## config.mk

```make
export PLATFORM = sky130hd
export DESIGN_NAME = stall_ctrl
export DESIGN_NICKNAME = d
export VERILOG_FILES = /design/src/rtl/stall_ctrl.sv
export SDC_FILE = /design/constraint.sdc
export NUM_CORES = 1
export LEC_CHECK = 0
export CORE_MARGIN = 3
export CORE_UTILIZATION = 40
export DETAILED_ROUTE_END_ITERATION = 8
export PLACE_DENSITY = 0.75
export SKIP_LAST_GASP = 1
export SYNTH_ARGS = -nofsm -noshare
export SYNTH_HDL_FRONTEND = slang
export SYNTH_SLANG_ARGS = --single-unit
```

## constraint.sdc

```tcl
create_clock -name clk -period 3.9 [get_ports clk]
set_input_delay 0.975 -clock clk [delete_from_list [all_inputs] [get_ports clk]]
set_output_delay 0.975 -clock clk [all_outputs]
set_load 0.01 [all_outputs]
```

## src/rtl/stall_ctrl.sv

```systemverilog
// Stall/flush controller for the five-stage MIPS pipeline: Tuse/Tnew hazard
// detection, multiply/divide occupancy sequencing and a saturating stall counter.
module stall_ctrl #(
  parameter int MULT_CYCLES = 5,
  parameter int DIV_CYCLES  = 10
) (
  input  logic        clk,
  input  logic        reset,
  input  logic [4:0]  D_rs_addr,
  input  logic [4:0]  D_rt_addr,
  input  logic [1:0]  D_tuse_rs,
  input  logic [1:0]  D_tuse_rt,
  input  logic        D_md_use,
  input  logic [4:0]  E_wa,
  input  logic [1:0]  E_tnew,
  input  logic [4:0]  M_wa,
  input  logic [1:0]  M_tnew,
  input  logic        E_md_start,
  input  logic        E_md_div,
  output logic        stall,
  output logic        PC_en,
  output logic        FD_en,
  output logic        DE_flush,
  output logic        md_busy,
  output logic        md_done,
  output logic [31:0] stall_cnt
);

  typedef enum logic [1:0] {IDLE, MUL, DIV} md_state_e;

  localparam logic [4:0]  MUL_LOAD = 5'(MULT_CYCLES);
  localparam logic [4:0]  DIV_LOAD = 5'(DIV_CYCLES);
  localparam logic [31:0] CNT_MAX  = 32'hFFFF_FFFF;

  md_state_e   state_q, state_d;
  logic [4:0]  cnt_q, cnt_d;
  logic        md_done_q, md_done_d;
  logic [31:0] stall_cnt_q, stall_cnt_d;

  logic stall_rs, stall_rt, stall_md, busy_raw, stall_int;

  // A register-3 Tuse means the operand is never read, so it can never hazard.
  always_comb begin
    stall_rs = (D_rs_addr != 5'd0) && (D_tuse_rs != 2'd3) &&
               (((D_rs_addr == E_wa) && (E_tnew > D_tuse_rs)) ||
                ((D_rs_addr == M_wa) && (M_tnew > D_tuse_rs)));
    stall_rt = (D_rt_addr != 5'd0) && (D_tuse_rt != 2'd3) &&
               (((D_rt_addr == E_wa) && (E_tnew > D_tuse_rt)) ||
                ((D_rt_addr == M_wa) && (M_tnew > D_tuse_rt)));
    busy_raw  = (state_q != IDLE) || E_md_start;
    stall_md  = D_md_use && busy_raw;
    stall_int = reset && (stall_rs || stall_rt || stall_md);
  end

  assign stall     = stall_int;
  assign PC_en     = ~stall_int;
  assign FD_en     = ~stall_int;
  assign DE_flush  = stall_int;
  assign md_busy   = reset && busy_raw;
  assign md_done   = md_done_q;
  assign stall_cnt = stall_cnt_q;

  // A start seen while already busy is a protocol violation and is dropped.
  always_comb begin
    state_d   = state_q;
    cnt_d     = cnt_q;
    md_done_d = 1'b0;
    case (state_q)
      IDLE: begin
        if (E_md_start) begin
          state_d = E_md_div ? DIV : MUL;
          cnt_d   = E_md_div ? DIV_LOAD : MUL_LOAD;
        end
      end
      MUL, DIV: begin
        if (cnt_q == 5'd1) begin
          state_d   = IDLE;
          cnt_d     = 5'd0;
          md_done_d = 1'b1;
        end else begin
          cnt_d = cnt_q - 5'd1;
        end
      end
      default: begin
        state_d = IDLE;
        cnt_d   = 5'd0;
      end
    endcase
  end

  always_comb begin
    stall_cnt_d = stall_cnt_q;
    if (stall_int && (stall_cnt_q != CNT_MAX)) begin
      stall_cnt_d = stall_cnt_q + 32'd1;
    end
  end

  always_ff @(posedge clk) begin
    if (!reset) begin
      state_q     <= IDLE;
      cnt_q       <= 5'd0;
      md_done_q   <= 1'b0;
      stall_cnt_q <= 32'd0;
    end else begin
      state_q     <= state_d;
      cnt_q       <= cnt_d;
      md_done_q   <= md_done_d;
      stall_cnt_q <= stall_cnt_d;
    end
  end

endmodule

```

==> metrics <==
max_cap viols 0; synth cell count leaders 40 x dfxtp_1, 32 x nand2_1, 22 x a21oi_1; layout cells sized above 1 12.3%; CP endpoint DE_flush; Worst-Skew Late Latency 300 ps; EDFF count, synth 0; Net Sw Power approximately 330 uW; GRT Max-Usage Layer met2; clock-pin transition on the worst setup and hold timing paths 80 ps; Critical Path Source Type input port; DRT Wirelength approximately 7400 um; Yosys top cell by area dfxtp_1; fin crit share 98.3%; routed vias/inst 5.74; placed cell area around 3500 um2; reg-to-reg critical path startpoint stall_cnt[0]; Die H around 88 um; first-pass GRT wire length 12,000 um; CP max FO 3; Final Setup Violations 0; RR Endpoint stall_cnt[26]; WP data arrival 2860 ps; max-slew violation count 0; synthesized cell area approximately 2700 um2; total power 1020 uW; reg2reg path depth 9; fmax 261 MHz; Critical Path Source D_rs_addr[4]; Avg Inst Size Synth ~8.2 um2; Post-Layout Cell Count 484; htree depth 2; Post-Place Cells 477; Total GRT Usage about a fifth; GR Util met1 23.9%; Seq cells post-synth 40; Final min period roughly 3800 ps; clk_skew 8.82 ps; initial core utilization 41.9%; post-synth cell types 46; number of global-route vias before repair about 2.7k; vias post-DR ~2.8k; post-route ant nets 0; critical path's slowest cell clkdlybuf4s50_1; Clk pwr share about 27%; Peak VDD IR 0.154 mV; Min-Delay Path Class register to register; number of fill cells in the layout 606; NumNets Final between 400 and 500; Post-CTS Setup Repair Bufs 0; ranking of synthesized cells by area dfxtp_1 30%, ha_1 6.0%, nand2_1 4.4%; Most used DFF post-synth dfxtp_1; root buf cell clkbuf_8; Worst EP required ~2900 ps; run status finished, final reports clean; DRC 0; port bufs 70; CTS tree built; Largest stage delay, worst path 480 ps; TNS Setup 0 ps; syn_nets 376; crit path kind input port to output pin; Die Span X between 80 and 90 um; DR iter-0 viols 169; GR Overflow Total 0; Sw Share 32.6%; Worst Setup End Kind output pin; Diodes inserted 0; antenna violations before repair 0; area grow syn2layout 36.9%; largest net degree at the start of global routing 55; Worst Hold Depth 2; combinational share of power 29.4%; wire per inst roughly 15 um; Max-slew headroom 66.0%; final hold vios 0; register area share after synthesis 29.6%; hpwl dp 5480 um; Inserted Clock Buffers 5; most numerous cell in the Yosys netlist dfxtp_1; Die ar. 7790 um2; row cnt 29; clk buf depth 2; warnings from Yosys 0; ys async rst share 0%; IO Count 71; WHS 487 ps; GR Layer Usage met3 roughly 4.2%; Sequential Power Share 43.8%; LEAKAGE 0.00135 uW; gpl congestion 0.807; design area 3710 um2; Yosys top cell area share just under 30%; Worst-Margin Slew 510 ps; Pwr per Cell Area about 280 nW/um2; R2R Setup Slk 1240 ps; P_int 690 uW; CTS Sinks 40; core area ~6500 um2; crit-path cells clkdlybuf4s50_1 > xor2_1 > a2111oi_4 > a41oi_2 > o221a_2 > nand2b_4 > inv_4 > buf_6; Post-Syn Instances 330; GRT met2 Usage 32.2%; drt pass-1 iters 4
-- power groups by stage --
stage	clock network [uW]	registers, uW	logic (uW)
floorplan	0	453	182
global placement	0	455	274
detailed placement	0	456	284
CTS	279	448	296
global route	301	451	332
finish	275	448	301
-- worst max-delay path: cells and delay by family --
kind | cells | cell delay [ps]
AO/OA/AOI/OAI | 3 | 870
buffers and inverters | 3 | 630
XOR/XNOR | 1 | 220
AND/OR/NAND/NOR | 1 | 170
-- placed cells by master, fill, tap and decap left out, types with 9 or more instances in the layout --
cell	instances
mux2i_1	10
nand2_1	32
nand4_1	15
dfxtp_1	40
clkdlybuf4s50_1	59
or4_1	15
inv_1	10
and3_1	12
nand3_1	11
nand2b_1	11
buf_4	19
nor2_1	9
ha_1	10
a21oi_1	22
xnor2_1	9
xor2_1	12
-- cell type report --
type	instances	area (um2)	share of cell area [%]
Inverter	15	58.8	1.59
Clock buffer	5	68.8	1.86
Tap cell	77	96.3	2.60
Sequential cell	40	801	21.6
Multi-Input combinational cell	256	1830	49.4
Clock inverter	2	12.5	0.338
Timing Repair Buffer	89	838	22.6
-- state kept, by name, indices dropped and copies added, names as in the netlist --
signal / flops
md_done: 1
cnt_q: 5
state_q: 2
stall_cnt: 32
-- per-stage QoR --
step,setup slack [ps],util [%]
after CTS,38.7,56.9
after global placement,-521,54.8
after global routing,-42.8,57.4
final,64.8,57.4
after floorplan,79.7,-
after detailed placement,-596,54.8
-- cell families (layout without fill, tap and decap cells) --
group,after synthesis,in the layout,share of synthesized area (%)
and+or+nand+nor,148,148,32.0
DFF,40,40,29.6
muxes,10,10,3.70
xor gates and xnor gates,21,21,6.80
AOI/OAI and AO/OA,64,64,15.8
adders and majority gates,13,13,6.01
buffers and inverters,34,111,6.10
-- worst min path at each step --
stage | start | end | slack [ps]
2_1_floorplan | state_q[1] | state_q[1] | 460
3_3_place_gp | stall_cnt[31] | stall_cnt[31] | 470
3_5_place_dp | stall_cnt[31] | stall_cnt[31] | 470
4_1_cts | stall_cnt[31] | stall_cnt[31] | 490
5_1_grt | stall_cnt[31] | stall_cnt[31] | 520
6_report | stall_cnt[31] | stall_cnt[31] | 490
-- timing repair --
action	in CTS	in global routing
setup endpoints to repair	4	4
resized for setup	33	8
pin swaps	10	6
hold buffers	0	0
-- layer usage --
metal,up-vias,share of wire [%],wire length (um)
met5,-,0,0
met4,0,1.3,96
met3,13,6.0,442
met2,99,48,3560
met1,1287,44,3260
li1,1377,-,-
(Power assumes the default switching activity.)
